[src/rtl/mux2to1_arbiter.sv]
// Round-robin arbiter driving the select of a shared 2:1 pass-gate mux, with break-before-make dead time.
// Optional forced release after MAX_HOLD contended cycles: define MUX2TO1_ARBITER_HOLD_LIMIT_EN.
module mux2to1_arbiter #(
    parameter int DEAD_CYCLES = 1,
    parameter int MAX_HOLD    = 8
) (
    input  logic clk,
    input  logic rst,
    input  logic req0,
    input  logic req1,
    output logic gnt0,
    output logic gnt1,
    output logic s,
    output logic en
);

    if (DEAD_CYCLES < 1 || DEAD_CYCLES > 15) begin : g_bad_dead
        $error("DEAD_CYCLES must be in 1..15");
    end
    if (MAX_HOLD < 1 || MAX_HOLD > 255) begin : g_bad_hold
        $error("MAX_HOLD must be in 1..255");
    end

    typedef enum logic [1:0] {IDLE, SETTLE, GRANT} state_e;

    localparam logic [3:0] DEAD_INIT = 4'(DEAD_CYCLES - 1);

    state_e     state_q, state_d;
    logic       s_q, s_d;
    logic       last_q, last_d;
    logic [3:0] dcnt_q, dcnt_d;
    logic       req_tgt, req_oth, release_own;

    // s_q always names the target/owner channel outside IDLE
    assign req_tgt = s_q ? req1 : req0;
    assign req_oth = s_q ? req0 : req1;

`ifdef MUX2TO1_ARBITER_HOLD_LIMIT_EN
    localparam logic [7:0] HOLD_LAST = 8'(MAX_HOLD - 1);
    logic [7:0] hcnt_q, hcnt_d;

    assign release_own = !req_tgt || (req_oth && hcnt_q == HOLD_LAST);

    always_ff @(posedge clk) begin
        if (rst) hcnt_q <= 8'd0;
        else     hcnt_q <= hcnt_d;
    end
`else
    assign release_own = !req_tgt;
`endif

    always_ff @(posedge clk) begin
        if (rst) begin
            state_q <= IDLE;
            s_q     <= 1'b0;
            last_q  <= 1'b1;
            dcnt_q  <= 4'd0;
        end else begin
            state_q <= state_d;
            s_q     <= s_d;
            last_q  <= last_d;
            dcnt_q  <= dcnt_d;
        end
    end

    always_comb begin
        state_d = state_q;
        s_d     = s_q;
        last_d  = last_q;
        dcnt_d  = dcnt_q;
`ifdef MUX2TO1_ARBITER_HOLD_LIMIT_EN
        hcnt_d  = hcnt_q;
`endif
        unique case (state_q)
            IDLE: begin
                if (req0 || req1) begin
                    s_d     = (req0 && req1) ? ~last_q : req1;
                    dcnt_d  = DEAD_INIT;
                    state_d = SETTLE;
                end
            end
            SETTLE: begin
                if (dcnt_q != 4'd0) begin
                    dcnt_d = dcnt_q - 4'd1;
                end else if (req_tgt) begin
                    state_d = GRANT;
                    last_d  = s_q;
`ifdef MUX2TO1_ARBITER_HOLD_LIMIT_EN
                    hcnt_d  = 8'd0;
`endif
                end else begin
                    // withdrawn during dead time: last stays as it was
                    state_d = IDLE;
                end
            end
            GRANT: begin
                if (release_own) begin
                    if (req_oth) begin
                        s_d     = ~s_q;
                        dcnt_d  = DEAD_INIT;
                        state_d = SETTLE;
                    end else begin
                        state_d = IDLE;
                    end
                end
`ifdef MUX2TO1_ARBITER_HOLD_LIMIT_EN
                else if (!req_oth)       hcnt_d = 8'd0;
                else if (hcnt_q != 8'hFF) hcnt_d = hcnt_q + 8'd1;
`endif
            end
            default: state_d = IDLE;
        endcase
    end

    always_comb begin
        en   = (state_q == GRANT);
        gnt0 = en & ~s_q;
        gnt1 = en & s_q;
        s    = s_q;
    end

endmodule

[config.mk]
export PLATFORM = sky130hd
export DESIGN_NAME = mux2to1_arbiter
export DESIGN_NICKNAME = d
export VERILOG_FILES = /design/src/rtl/mux2to1_arbiter.sv
export SDC_FILE = /design/constraint.sdc
export NUM_CORES = 1
export LEC_CHECK = 0
export ABC_CLOCK_PERIOD_IN_PS = 3900
export BUFFER_PORTS_ARGS = -buffer_cell sky130_fd_sc_hd__buf_2
export CORE_AREA = 2 2 39 41
export CTS_BUF_LIST = sky130_fd_sc_hd__clkbuf_2 sky130_fd_sc_hd__clkbuf_4 sky130_fd_sc_hd__clkbuf_8
export CTS_CLUSTER_SIZE = 24
export DETAILED_ROUTE_END_ITERATION = 8
export DIE_AREA = 0 0 41 43
export GPL_ROUTABILITY_DRIVEN = 0
export PLACE_DENSITY = 0.59
export SLEW_MARGIN = 5
export SYNTH_ARGS = -nofsm -noshare
export SYNTH_HDL_FRONTEND = slang
export SYNTH_SLANG_ARGS = --single-unit
[constraint.sdc]
create_clock -name clk -period 3.9 [get_ports clk]
set_input_delay 0.78 -clock clk [delete_from_list [all_inputs] [get_ports clk]]
set_output_delay 0.78 -clock clk [all_outputs]
set_load 0.01 [all_outputs]
==> impl_metrics.ini <==
[outcome]
status = complete, no violations

[worst_setup_path]
crit_family = flip-flops
required_ns = 3.12
path_max_fanout = 5
path_cells = inv_1 > and3_1 > buf_2
worstPathArrival_ns = 1.11
max_stage_delay_ns = 0.40
cp_slowest_cell = dfxtp_1
crit_type = reg2out
crit_path_end_kind = output port
start_kind = flop
crit_buf_inv = 2

[clock_network]
clkSinkCount = 8
cts.root.buffer_cell = clkbuf_4
ctsResizeCount = 0
clk_latency_ns = 0.27
cts_max_level = 1
clockBufferDepth = 2
cts_tree = done
cts_made_buffers = 3
cts_setup_buffers = 0
ctsHoldBuffers = 0
clkTransAtPathRegs_ns = 0.06

[global_route]
grt_pass1_wl_mm = 1.44
grt.total_usage_pct = 12.6
grt_pass1_vias = 353
grt_max_degree = 9
antenna_found_initial = 0
globalRouteOverflowTotal = 0

[cells_and_area]
final_layout_size_suffix_gt1_share_pct = 20.3
diodes = 0
finalNonFillerCells = 75
fin_nets = 66
syn2layout_area_growth_pct = 16.4

[route]
vias = 424
drc = 0
final_antenna_net_count = 0
routed_wirelength_um = 916
first_iter_violations = 8
wl_per_cell_um = 12.2
first_pass_iters = 4
avgViaCountPerCell = 5.65

[worst_hold_path]
hold_path_class = reg2reg

[sta]
tns_ns = 0
post-route-min-period_ns = 1.89
finalClockSkew_ns = 0.00511
fmax_mhz = 529
post-route-period-util_pct = 48.4
rsz0062_at_grt = no
relSlewSlack_pct = 58.9
hold_viol_final = 0
slew_viol_final = 0
setup_violations = 0
worst_slew_pin_slew_ns = 0.615

[floorplanning]
core_um2 = 1380
fp.dieH_um = 43
num_rows = 14
ios = 8
die_area_um2 = 1760
start_util_pct = 30.9
dieWidth_um = 41

[place]
portBuffers = 7
hpwlAfterDp_um = 642
dpl.cell_count = 72

[logic_synthesis]
seq_area_frac_synth_pct = 37.4
syn-num-nets = 55
syn_inst = 50
synthesis.area_um2 = 428
synth_seq_cells = 8
avgSynthCellArea_um2 = 8.56
ys_warn_count = 0
synth_cell_types = 26

[job]
maxCapViolations = 0

[power]
ir_drop_v = 0.000128
leakagePower_nw = 0.206
power_density_nw_per_um2 = 455
-- metrics by stage --
stage | setup slack [ns] | area (um^2) | hold WS (ns) | total power [mW] | utilization, %
after CTS | 2.02 | 498 | 0.495 | 0.227 | 36.0
after floorplan | 2.37 | 428 | 0.457 | 0.144 | -
after global routing | 1.95 | 498 | 0.518 | 0.239 | 36.0
final | 2.01 | 498 | 0.492 | 0.227 | 36.0
after global placement | 2.04 | 475 | 0.472 | 0.159 | 34.4
after detailed placement | 2.01 | 475 | 0.487 | 0.159 | 34.4
-- worst paths after layout --
kind	from	endpoint	slack (ns)	depth (start not counted)
setup reg to reg	dcnt_q[0]	dcnt_q[1]	2.26	6
hold / removal	dcnt_q[0]	dcnt_q[0]	0.49	2
setup / recovery	state_q[0]	gnt1	2.01	3
hold reg to reg	dcnt_q[0]	dcnt_q[0]	0.49	2
-- synth_stat cells --
library cell,count,area (um^2)
o22ai_1,1,6.26
o31ai_1,1,7.51
a31oi_1,2,12.5
nor2_1,1,3.75
o21bai_1,1,7.51
nand3_1,2,10.0
ha_1,1,12.5
nand2b_1,2,12.5
clkbuf_4,1,7.51
dfxtp_1,8,160
inv_1,5,18.8
and2b_1,1,7.51
a211oi_1,2,15.0
nor3b_2,1,12.5
or4_1,1,7.51
o21a_4,1,15.0
nor3_1,2,10.0
o32ai_1,1,8.76
a21boi_0,1,7.51
and3_1,1,6.26
o21ai_0,3,15.0
mux2i_1,1,10.0
or3_1,2,12.5
a21oi_1,5,25.0
nand4b_1,1,8.76
nand2_1,2,7.51
-- state kept, by name (all words and copies together) (netlist names) --
register,count
state_q,2
dcnt_q,4
s,1
last_q,1
-- tightest hold or removal path, cell delays in order, from the launching register on --
cell     delay (ns)
dfxtp_1        0.31
o21ai_0        0.07
a21oi_1        0.06
-- kinds of logic (layout without fill, tap and decap cells) --
kind of cell	Yosys count	in the layout	share of synthesized area (%)
AOI/OAI and AO/OA	18	18	28.1
adders and majority gates	1	1	2.92
buffers and inverters	6	15	6.14
DFF	8	8	37.4
muxes	1	1	2.34
and+or+nand+nor	16	16	23.1
-- layer usage --
metal	global-route usage (%)	share of wire [%]
met1	15.1	49
met2	17.2	43
met3	3.14	2.6
met4	12.0	4.5
met5	0	0
-- where the power goes --
part           internal (mW)  switching [mW]  leakage [nW]
clock                 0.0356          0.0335        0.0138
sequential            0.0909         0.00975        0.0655
combinational         0.0256          0.0312         0.127
total                  0.152          0.0744         0.206
-- area by class of cell --
| cell class | instances | area [um^2] |
|---|---|---|
| Multi-Input combinational cell | 36 | 241 |
| Fill cell | 158 | 886 |
| Inverter | 5 | 18.8 |
| Sequential cell | 8 | 160 |
| Clock buffer | 3 | 22.5 |
| Timing Repair Buffer | 7 | 35.0 |
| Tap cell | 16 | 20.0 |
-- cell usage in the layout, fill, tap and decap left out --
cell | synthesis | layout
dfxtp_1 | 8 | 8
nor3_1 | 2 | 2
nand3_1 | 2 | 2
o21bai_1 | 1 | 1
nand2b_1 | 2 | 2
clkbuf_4 | 1 | 3
and2b_1 | 1 | 1
a21oi_1 | 5 | 5
buf_2 | 0 | 7
a211oi_1 | 2 | 2
or3_1 | 2 | 2
nor3b_2 | 1 | 1
nand2_1 | 2 | 2
mux2i_1 | 1 | 1
and3_1 | 1 | 1
nor2_1 | 1 | 1
ha_1 | 1 | 1
o21ai_0 | 3 | 3
o21a_4 | 1 | 1
o32ai_1 | 1 | 1
o22ai_1 | 1 | 1
o31ai_1 | 1 | 1
a31oi_1 | 2 | 2
or4_1 | 1 | 1
inv_1 | 5 | 5
nand4b_1 | 1 | 1
a21boi_0 | 1 | 1
Note: power is estimated with default switching activity, not from simulation.
